### src/rtl/abus_pkg.sv
// Shared types and constants for the address-bus chip-select sequencer.
// States, default wait-state width and strobe polarities.
package abus_pkg;

   typedef enum logic [1:0] {
      S_IDLE   = 2'd0,
      S_SETUP  = 2'd1,
      S_STROBE = 2'd2,
      S_HOLD   = 2'd3
   } state_t;

   localparam int   WS_DEFAULT = 4;

   localparam logic STB_ON  = 1'b0;
   localparam logic STB_OFF = 1'b1;

endpackage

### src/rtl/abus_ws_cnt.sv
// Loadable wait-state down-counter with zero flag.
// Decrement saturates at zero so the count never wraps.
module abus_ws_cnt
   import abus_pkg::*;
#(
   parameter int W = WS_DEFAULT
) (
   input  logic         i_clk,
   input  logic         i_rst_n,
   input  logic         i_load,
   input  logic [W-1:0] i_val,
   input  logic         i_dec,
   output logic [W-1:0] o_cnt,
   output logic         o_zero
);

   logic [W-1:0] r_cnt;

   always_ff @(posedge i_clk or negedge i_rst_n) begin
      if (!i_rst_n) begin
         r_cnt <= '0;
      end else if (i_load) begin
         r_cnt <= i_val;
      end else if (i_dec && (r_cnt != '0)) begin
         r_cnt <= r_cnt - 1'b1;
      end
   end

   assign o_cnt  = r_cnt;
   assign o_zero = (r_cnt == '0);

endmodule

### src/rtl/abus_cs_seq.sv
// Bus-cycle chip-select sequencer fed by the address-match NAND.
// Claims matching cycles and drives registered active-low strobes and ack.
module abus_cs_seq
   import abus_pkg::*;
#(
   parameter int WSW  = WS_DEFAULT,
   parameter int HOLD = 1
) (
   input  logic           sys_clk,
   input  logic           resetl,
   input  logic           matchl,
   input  logic           start,
   input  logic           rw,
   input  logic [WSW-1:0] ws,
   input  logic           abortl,
   output logic           csl,
   output logic           oel,
   output logic           wel,
   output logic           ack,
   output logic           busy
);

   localparam logic [1:0] HOLD_LD = (HOLD > 0) ? 2'(HOLD - 1) : 2'd0;

   state_t         r_state;
   logic           r_rw;
   logic [1:0]     r_hold;
   logic [WSW-1:0] w_cnt;
   logic           w_zero;
   logic           w_one;
   logic           w_load;
   logic           w_dec;

   assign w_load = (r_state == S_IDLE) && start && !matchl;
   assign w_dec  = (r_state == S_STROBE) && abortl;
   assign w_one  = (w_cnt == WSW'(1));

   abus_ws_cnt #(.W(WSW)) u_cnt (
      .i_clk   (sys_clk),
      .i_rst_n (resetl),
      .i_load  (w_load),
      .i_val   (ws),
      .i_dec   (w_dec),
      .o_cnt   (w_cnt),
      .o_zero  (w_zero)
   );

   // Outputs are loaded with the values of the state being entered.
   always_ff @(posedge sys_clk or negedge resetl) begin
      if (!resetl) begin
         r_state <= S_IDLE;
         r_rw    <= 1'b0;
         r_hold  <= 2'd0;
         csl     <= STB_OFF;
         oel     <= STB_OFF;
         wel     <= STB_OFF;
         ack     <= 1'b0;
         busy    <= 1'b0;
      end else if ((r_state != S_IDLE) && !abortl) begin
         r_state <= S_IDLE;
         csl     <= STB_OFF;
         oel     <= STB_OFF;
         wel     <= STB_OFF;
         ack     <= 1'b0;
         busy    <= 1'b0;
      end else begin
         unique case (r_state)
            S_IDLE: begin
               if (start && !matchl) begin
                  r_state <= S_SETUP;
                  r_rw    <= rw;
                  csl     <= STB_ON;
                  busy    <= 1'b1;
               end
            end
            S_SETUP: begin
               r_state <= S_STROBE;
               oel     <= r_rw ? STB_ON : STB_OFF;
               wel     <= r_rw ? STB_OFF : STB_ON;
               ack     <= w_zero;
            end
            S_STROBE: begin
               if (!w_zero) begin
                  ack <= w_one;
               end else begin
                  ack <= 1'b0;
                  oel <= STB_OFF;
                  wel <= STB_OFF;
                  if (HOLD == 0) begin
                     r_state <= S_IDLE;
                     csl     <= STB_OFF;
                     busy    <= 1'b0;
                  end else begin
                     r_state <= S_HOLD;
                     r_hold  <= HOLD_LD;
                  end
               end
            end
            S_HOLD: begin
               if (r_hold == 2'd0) begin
                  r_state <= S_IDLE;
                  csl     <= STB_OFF;
                  busy    <= 1'b0;
               end else begin
                  r_hold <= r_hold - 2'd1;
               end
            end
            default: r_state <= S_IDLE;
         endcase
      end
   end

endmodule

### config.mk
export PLATFORM = sky130hd
export DESIGN_NAME = abus_cs_seq
export DESIGN_NICKNAME = d
export VERILOG_FILES = /design/src/rtl/abus_pkg.sv /design/src/rtl/abus_ws_cnt.sv /design/src/rtl/abus_cs_seq.sv
export SDC_FILE = /design/constraint.sdc
export NUM_CORES = 1
export LEC_CHECK = 0
export ABC_CLOCK_PERIOD_IN_PS = 2600
export BUFFER_PORTS_ARGS = -buffer_cell sky130_fd_sc_hd__buf_2
export CAP_MARGIN = 10
export CORE_MARGIN = 1
export CORE_UTILIZATION = 55
export CTS_BUF_LIST = sky130_fd_sc_hd__clkbuf_4
export DETAILED_ROUTE_END_ITERATION = 7
export GPL_ROUTABILITY_DRIVEN = 0
export GPL_TIMING_DRIVEN = 0
export PLACE_DENSITY = 0.77
export SYNTH_ARGS = -nofsm -noshare
export SYNTH_HDL_FRONTEND = slang
export SYNTH_HIERARCHICAL = 1
export SYNTH_SLANG_ARGS = --single-unit
### constraint.sdc
create_clock -name sys_clk -period 2.6 [get_ports sys_clk]
set_input_delay 0.39 -clock sys_clk [delete_from_list [all_inputs] [get_ports sys_clk]]
set_output_delay 0.39 -clock sys_clk [all_outputs]
set_load 0.05 [all_outputs]
* After elaboration in Yosys (flattened, before gate mapping)
Index checks and enable logic that the tools add are counted.
** Cells by class
- Eq/ne operators :: 9
- $add $sub $neg :: 2
- Multiplexer cells :: 28
- Reduce and logical (&&, ||, !) cells :: 22
- Bitwise operators :: 1
** Operators by type and width (number)
- $mux W1 :: 13
- $mux W2 :: 6
- $pmux W1 S2 :: 5
- $reduce_and A3 Y1 :: 3
- $mux W4 :: 2
- $pmux W2 S4 :: 1
- $logic_and A1 B1 Y1 :: 6
- $reduce_bool A2 Y1 :: 3
- $reduce_bool A3 Y1 :: 2
- $eq A2 B2 Y1 const B :: 2
- $eq A4 B1 Y1 const B :: 1
- $logic_not A2 Y1 :: 2
- $logic_not A4 Y1 :: 1
- $ne A2 B2 Y1 const B :: 2
- $pmux W2 S2 :: 1
- $reduce_and A4 Y1 :: 1
- $reduce_bool A4 Y1 :: 1
- $sub A4 B1 Y4 const B :: 1
- $ne A3 B1 Y1 const B :: 1
- $ne A3 B2 Y1 const B :: 1
- $ne A3 B3 Y1 const B :: 1
- $eq A2 B1 Y1 const B :: 1
- $logic_not A1 Y1 :: 2
- $reduce_and A2 Y1 :: 1
- 2 further kinds :: 2
** Storage, ports and cells
- Word-level logic and storage cells :: 71
- Register bits :: 14

* Logic depth before layout (Yosys ltp)
Gate-level depths: netlist of the first run.
- Word-level depth :: 5
- Gate-level depth with buffers :: 7

* Hierarchy
The synthesis of the first run kept the hierarchy.
** Modules (own cells, without submodules)
- abus_cs_seq :: instances 1, cells an instance 64, area an instance 644.4 µm²
- abus_ws_cnt :: instances 1, cells an instance 27, area an instance 270.3 µm²

* Least setup slack after synthesis of the first run
No wires, ideal clock.
- Path kind :: flip-flop to flip-flop
- From :: reg r_state[0]
- To :: reg u_cnt.r_cnt[1] (netlist: u_cnt/o_cnt[1])
- Arrival time :: 1.676 ns
- Cell stages (with the launch flop) :: 8
- Setup slack :: 0.844 ns
- Required time :: 2.520 ns
- Cells stage by stage :: dfrtp_1 > inv_1 > ha_1 > nand3b_1 > inv_1 > buf_6 > or4_1 > o211ai_2
** On the way
- Cells in the longest elaborated chain, start to end :: 4
- Elaborated cells on any way between the ends :: 8
- Those cells by class :: 1 x eq/ne; 1 x mux; 6 x reduce/logical
** RTL lines
- from (decl) :: line abus_cs_seq.sv:25 : state_t r_state;
- from (signal assigned) :: line abus_cs_seq.sv:51 : r_state <= S_IDLE;
- from (signal assigned) :: line abus_cs_seq.sv:60 : r_state <= S_IDLE;
- from (signal assigned) :: line abus_cs_seq.sv:70 : r_state <= S_SETUP;
- $logic_not A2 Y1 * :: line abus_cs_seq.sv:34 : assign w_load = (r_state == S_IDLE) && start && !matchl;
- $logic_and A1 B1 Y1 * (2 in series) :: line abus_cs_seq.sv:34
- via w_load :: line abus_cs_seq.sv:31 : logic w_load;
- $mux W4 / $reduce_bool A2 Y1 (equally long branches)
- to (signal assigned) :: line abus_ws_cnt.sv:23 : r_cnt <= i_val;
- to (signal assigned) :: line abus_ws_cnt.sv:25 : r_cnt <= r_cnt - 1'b1;
- to (decl) :: line abus_ws_cnt.sv:17 : logic [W-1:0] r_cnt;
The timed path passes the listed nets; every way through them passes the cells marked *.
A chain may end at the register's enable or synchronous reset.

* Worst setup path in the final report of the first run
Same ends and word-level chain as after synthesis.

==> metrics.csv, run 1 <==
metric;value;unit
outcome;completed;
fmax;517;MHz
cp-start-kind;register;
power;1.24;mW
p_clk_share;10.6;%
ff2ff_setup_slack;0.67;ns
rows;14;
clkSinkCount;14;
drc_errors;0;
multi_input_area;485;sq um
timing.hold.ws;0.308;ns
final_core_util;68.3;%
core-area;0.00152;sq mm
min_path_cells;3;
cp_data_required_time;2.82;ns
area_growth;13.8;%
numCtsBuffers;3;
r2r_cells;7;
gr-usage-all-layers;21.0;%
portBuffers;14;
yosys.cell_types.count;39;
fin_nets;128;
grt_pass1_vias;654;
worstSetupPathType;reg -> reg;
reg2reg_from;r_state[0]$_DFFE_PN0P_;
cts_tree;built;
dr.pass1.iters;4;
cts_setup_buffers;0;
routedWlPerCell;12.5;microns
syn_area;915;sq um
p_sw_share;45.6;%
die_w;42.8;microns
worstPathMaxFanout;10;
drt-total-wl;1570;microns
diodes;0;
avgSynthCellArea;10.1;sq um
placed_cell_area;0.00100;sq mm
clockBufferDepth;2;
antenna_found_initial;0;
endpoint;u_cnt/o_cnt[1]$_DFFE_PN0P_;
vias_per_cell;5.39;
postRouteAntennaNets;0;
timing.final.crit_share;74.4;%
ys_seq_area_share;38.7;%
boundaryPins;15;
synth_fp_nets;108;
initial_core_util;60.0;%
htree_num_levels;1;
fin_skew;0.00547;ns
hold_viol;0;
grt_max_degree;15;
p_int;0.675;mW
rsz0062_at_grt;no;
irDropWorstVdd;0.755;mV
clkTransAtPathRegs;0.09;ns
layout-drive-gt1-share;24.5;%
hold_path_class;in -> reg;
period_needed;1.93;ns
cts_root_buf;clkbuf_4;
layout_common_cells;inv_1, buf_2, dfrtp_1, nor2b_1, ha_1;
r2r-end;u_cnt/o_cnt[1]$_DFFE_PN0P_;
end_kind;register;
setup_viol;0;
switchingPower;0.565;mW
worstPathArrival;2.15;ns
p_comb_share;56.0;%
setup_tns;0;ns
syn-instance-count;91;
grt_pass1_wl;2820;microns
slew_headroom;71.4;%
dp_hpwl;1200;microns
powerDensity;1190;mW/mm^2
finalMaxSlewViolations;0;
first_iter_violations;8;
die_area;0.00183;sq mm
seqPwrFrac;33.4;%
critPathLaunch;r_state[0]$_DFFE_PN0P_;
seqCellArea;354;sq um
num_vias;679;
fill_cells;132;
clk_latency;0.29;ns
drv_cap;0;
overflow;0;
tightest_slew;0.426;ns
p_leak;0.509;nW
ys_seq_elements;14;
final_cell_area;0.00104;sq mm
die_h;42.8;microns
yosys_warnings;6;
[synth_stat cells]
library cell	count	area (sq um)
a2111o_1	1	11.3
a211oi_1	1	7.51
a21oi_1	2	10.0
a221o_1	1	10.0
a221oi_2	1	15.0
a32oi_1	2	17.5
and2_1	1	6.26
and4b_1	1	10.0
buf_6	2	22.5
dfrtp_1	11	275
dfstp_2	3	78.8
ha_1	7	87.6
inv_1	14	52.6
mux2_2	1	11.3
mux2i_1	2	20.0
nand2_1	5	18.8
nand2b_1	2	12.5
nand3_1	1	5.00
nand3b_1	1	7.51
nor2_1	2	7.51
nor2b_1	7	43.8
nor3_1	2	10.0
nor3b_1	1	7.51
nor3b_2	1	12.5
nor4b_1	1	8.76
nor4b_2	1	15.0
o211a_1	2	20.0
o211ai_2	1	12.5
o21a_1	1	7.51
o21ai_0	2	10.0
o22a_1	1	8.76
o22ai_1	3	18.8
o31a_1	1	8.76
o31ai_1	1	7.51
o32ai_1	1	8.76
or2_1	1	6.26
or2b_1	1	7.51
or3_1	1	6.26
or4_1	1	7.51
[through the flow]
step                worst slack [ns]  cells
floorplan                      0.844     91
global placement               0.705    121
detailed placement             0.689    121
CTS                            0.665    126
global route                   0.491    126
finish                         0.666    126
[logic make-up after synthesis]
group | synth area share, %
multiplexers | 3.42
buffers and inverters | 8.21
flip-flops | 38.7
adder cells (fa/ha/maj) | 9.58
AND/OR/NAND/NOR | 21.1
AO/OA/AOI/OAI | 19.0
[how the worst min path moves through the flow]
stage                     startpoint                    endpoint
final                          ws[2]  u_cnt/o_cnt[2]$_DFFE_PN0P_
after global routing              rw            r_rw$_DFFE_PN0P_
after CTS                      ws[1]  u_cnt/o_cnt[1]$_DFFE_PN0P_
after detailed placement      resetl  u_cnt/o_cnt[3]$_DFFE_PN0P_
after global placement        resetl  u_cnt/o_cnt[3]$_DFFE_PN0P_
after floorplan               resetl             ack$_DFFE_PN0P_
[critical path, stage by stage, from the launching register on]
cell,delay (ns)
dfrtp_1,0.43
inv_1,0.10
ha_1,0.28
nand3b_1,0.21
inv_1,0.08
buf_6,0.14
or4_1,0.53
o211ai_2,0.09
[state kept, by name, indices dropped and copies added, names as in the netlist]
| name | count |
|---|---|
| oel | 1 |
| csl | 1 |
| ack | 1 |
| u_cnt/o_cnt | 4 |
| r_rw | 1 |
| busy | 1 |
| wel | 1 |
| r_state | 2 |
| r_hold | 2 |
[power groups by stage]
stage	combinational (mW)	clock, mW	sequential (mW)
after global routing	0.777	0.142	0.434
final	0.695	0.131	0.414
after global placement	0.677	0	0.413
after floorplan	0.444	0	0.531
after CTS	0.697	0.134	0.415
after detailed placement	0.694	0	0.419
[area by class of cell]
type	count	area share, %
Buffer	2	2.16
Clock buffer	3	2.16
Clock inverter	1	0.361
Inverter	14	5.05
Multi-Input combinational cell	61	46.6
Sequential cell	14	34.0
Tap cell	16	1.92
Timing Repair Buffer	15	7.69
[per-layer routing]
metal,track usage [%],part of all wire (%),vias up
met5,0,0,-
met4,11.3,2.4,0
met3,3.83,3.1,5
met2,33.6,46,14
met1,26.6,49,297
li1,-,-,363
[repair_timing]
action | 4_1_cts | 5_1_grt
hold buffers | 1 | 0
hold endpoints to repair | 11 | 0
resized for setup | 0 | 0
Note: power is estimated with default switching activity, not from simulation.
==> run 2: changes to the inputs <==
--- a/config.mk
+++ b/config.mk
@@ -5,7 +5,8 @@
 export SDC_FILE = /design/constraint.sdc
 export NUM_CORES = 1
 export LEC_CHECK = 0
-export ABC_CLOCK_PERIOD_IN_PS = 2600
+export ABC_AREA = 1
+export ABC_CLOCK_PERIOD_IN_PS = 2000
 export BUFFER_PORTS_ARGS = -buffer_cell sky130_fd_sc_hd__buf_2
 export CAP_MARGIN = 10
 export CORE_MARGIN = 1
==> constraint.sdc (replaced) <==
create_clock -name sys_clk -period 2 [get_ports sys_clk]
set_input_delay 0.3 -clock sys_clk [delete_from_list [all_inputs] [get_ports sys_clk]]
set_output_delay 0.3 -clock sys_clk [all_outputs]
set_load 0.05 [all_outputs]
==> metrics.csv, run 2 <==
metric;value;unit;change
synthTopCellsByCount;nand2_1, inv_1, dfrtp_1;;
fin_nets;170;;+33%
htree_num_levels;1;;unchanged
r2r_cells;9;;+2
layout_common_cells;nand2_1, inv_1, buf_2, dfrtp_1, nand3_1;;
yosysMostFrequentCell;nand2_1;;
cts_tree;built;;
syn-instance-count;133;;+46%
grt_max_degree;15;;unchanged
routedWlPerCell;10.2;microns;-18%
synth-edff-count;0;;unchanged
synth_top_area_share;29.5;%;-0.64 points
yosys.cell_types.count;19;;-51%
syn_area;935;sq um;+2.2%
period_needed;1.70;ns;-0.237 ns
setup_viol;0;;unchanged
hold_viol;0;;unchanged
synth_xor_area_share;0;%;unchanged
critPathLaunch;r_state[0]$_DFFE_PN0P_;;
rsz0062_at_grt;no;;
fmax;589;MHz;+14%
netlist_top_cells_area;dfrtp_1, nand2_1, ha_1;;
p_comb_share;57.6;%;+1.6 points
async_reset_ff_share;100;%;unchanged
cts_root_buf;clkbuf_4;;
synth-simple-area-share;39.4;%;+18 points
end_kind;register;;
synth_fp_nets;150;;+39%
clk_latency;0.29;ns;about the same
largest_reg_flops;4;;unchanged
synth_top_family_by_area;simple AND/OR/NAND/NOR gates;;
hold_path_class;in -> reg;;
clkTransAtPathRegs;0.09;ns;about the same
portBuffers;14;;unchanged
diodes;0;;unchanged
layout-drive-gt1-share;20.4;%;-4.2 points
outcome;completed;;
die_area;0.00187;sq mm;+2.1%
synth-compound-area-share;4.55;%;-14 points
grt_pass1_wl;3200;microns;+14%
p_leak;0.611;nW;+20%
tightest_slew;0.331;ns;-0.0943 ns
synth_mux_area_share;0;%;-3.4 points
fin_skew;0.00433;ns;-0.00114 ns
initial_core_util;60.6;%;+0.62 points
switchingPower;0.829;mW;+47%
vias_per_cell;4.82;;-11%
postRouteAntennaNets;0;;unchanged
slew_headroom;77.9;%;+6.4 points
timing.final.crit_share;84.9;%;+10 points
finalMaxSlewViolations;0;;unchanged
synthFlopType;dfrtp_1;;
area_growth;13.5;%;
min_from;rw;;
cp-start-kind;register;;
first_iter_violations;15;;+7
synthAdderAreaFrac;9.37;%;-0.21 points
boundaryPins;15;;unchanged
yosysTopAreaCell;dfrtp_1;;
p_clk_share;10.5;%;about the same
drc_errors;0;;unchanged
dp_hpwl;1350;microns;+13%
clockBufferDepth;2;;unchanged
ys_seq_elements;14;;unchanged
avgSynthCellArea;7.03;sq um;-30%
cp_data_required_time;2.18;ns;-0.64 ns
reg2reg_from;r_state[0]$_DFFE_PN0P_;;
numCtsBuffers;3;;unchanged
worstPathMaxFanout;10;;unchanged
num_vias;810;;+19%
p_int;0.800;mW;+19%
grt_pass1_vias;798;;+22%
die_h;43.2;microns;+1.0%
gr-usage-all-layers;23.0;%;+2.0 points
powerDensity;1540;mW/mm^2;+29%
drt-total-wl;1710;microns;+9.2%
irDropWorstVdd;0.670;mV;-11%
core-area;0.00154;sq mm;+1.1%
yosys_warnings;6;;unchanged
p_sw_share;50.9;%;+5.3 points
dr.pass1.iters;4;;unchanged
worstSetupPathType;reg -> reg;;
drv_cap;0;;unchanged
setup_tns;0;ns;unchanged
clkSinkCount;14;;unchanged
worstPathArrival;1.88;ns;-0.27 ns
antenna_found_initial;0;;unchanged
final_common_cell;nand2_1;;
min_path_cells;3;;unchanged
die_w;43.2;microns;+1.0%
overflow;0;;unchanged
ys_seq_area_share;37.9;%;-0.83 points
rows;14;;unchanged
ctsResizeCount;0;;unchanged
seqPwrFrac;31.8;%;-1.6 points
final_core_util;68.8;%;+0.52 points
cts_setup_buffers;0;;unchanged
hold_buffers;1;;unchanged
==> run 2: changes by cell type in the layout (fill, tap and decap cells not counted), sizes merged, moves of 5 or more <==
cell,previous run,this run
nand2,5,56
nand3,1,9
nor2,2,10
inv,14,21
nor2b,7,0
o21ai,2,7
==> run 2: path summary, 6_finish.rpt <==
kind / endpoint / slack [ns]
min reg2reg: csl$_DFFE_PN1P_ / 0.46
min: r_rw$_DFFE_PN0P_ / 0.21
min in group asynchronous: r_hold[0]$_DFFE_PN0P_ / 0.42
max: u_cnt/o_cnt[3]$_DFFE_PN0P_ / 0.30
max reg2reg: u_cnt/o_cnt[3]$_DFFE_PN0P_ / 0.30
max in group asynchronous: oel$_DFFE_PN1P_ / 1.29
==> run 2: logic make-up after synthesis <==
| family | count (synthesis) |
|---|---|
| compound gates | 8 |
| fa+ha+maj | 7 |
| buf+inv | 22 |
| flops | 14 |
| simple gates | 82 |
==> run 2: critical path, cell delays in order (launching register included) <==
cell,delay (ns)
dfrtp_1,0.44
inv_1,0.14
ha_1,0.24
nand3_1,0.12
inv_1,0.28
inv_2,0.12
nand3b_1,0.11
nand2_1,0.05
clkinv_1,0.04
nand2_1,0.04
==> run 2: stage by stage <==
step	instances	power [mW]	hold slack (ns)	cell area (sq um)	setup slack, ns
floorplan	133	1.27	0.00441	935	0.583
global placement	163	1.43	0.207	1020	0.367
detailed placement	163	1.46	0.211	1020	0.318
CTS	168	1.64	0.209	1060	0.307
global route	168	1.80	0.238	1060	0.102
finish	168	1.63	0.212	1060	0.303
==> run 2: cell type report <==
type                    count  area, sq um
well taps                  16         20.0
clock buffers               3         22.5
clock inverters             1         3.75
multi-input cells          97          498
flip-flops and latches     14          354
fillers                   138          480
inverters                  22         82.6
repair buffers             15         80.1
==> run 2: power groups by stage <==
stage	sequential, mW	clock (mW)	combinational [mW]
finish	0.519	0.172	0.939
floorplan	0.674	0	0.598
global placement	0.518	0	0.915
detailed placement	0.526	0	0.935
global route	0.537	0.182	1.08
CTS	0.519	0.179	0.941
==> run 2: per-layer routing <==
metal	vias up	global-route usage (%)	part of all wire [%]
li1	447	-	-
met1	340	33.7	52
met2	20	33.4	43
met3	3	3.83	3.3
met4	0	9.09	1.2
met5	-	0	0
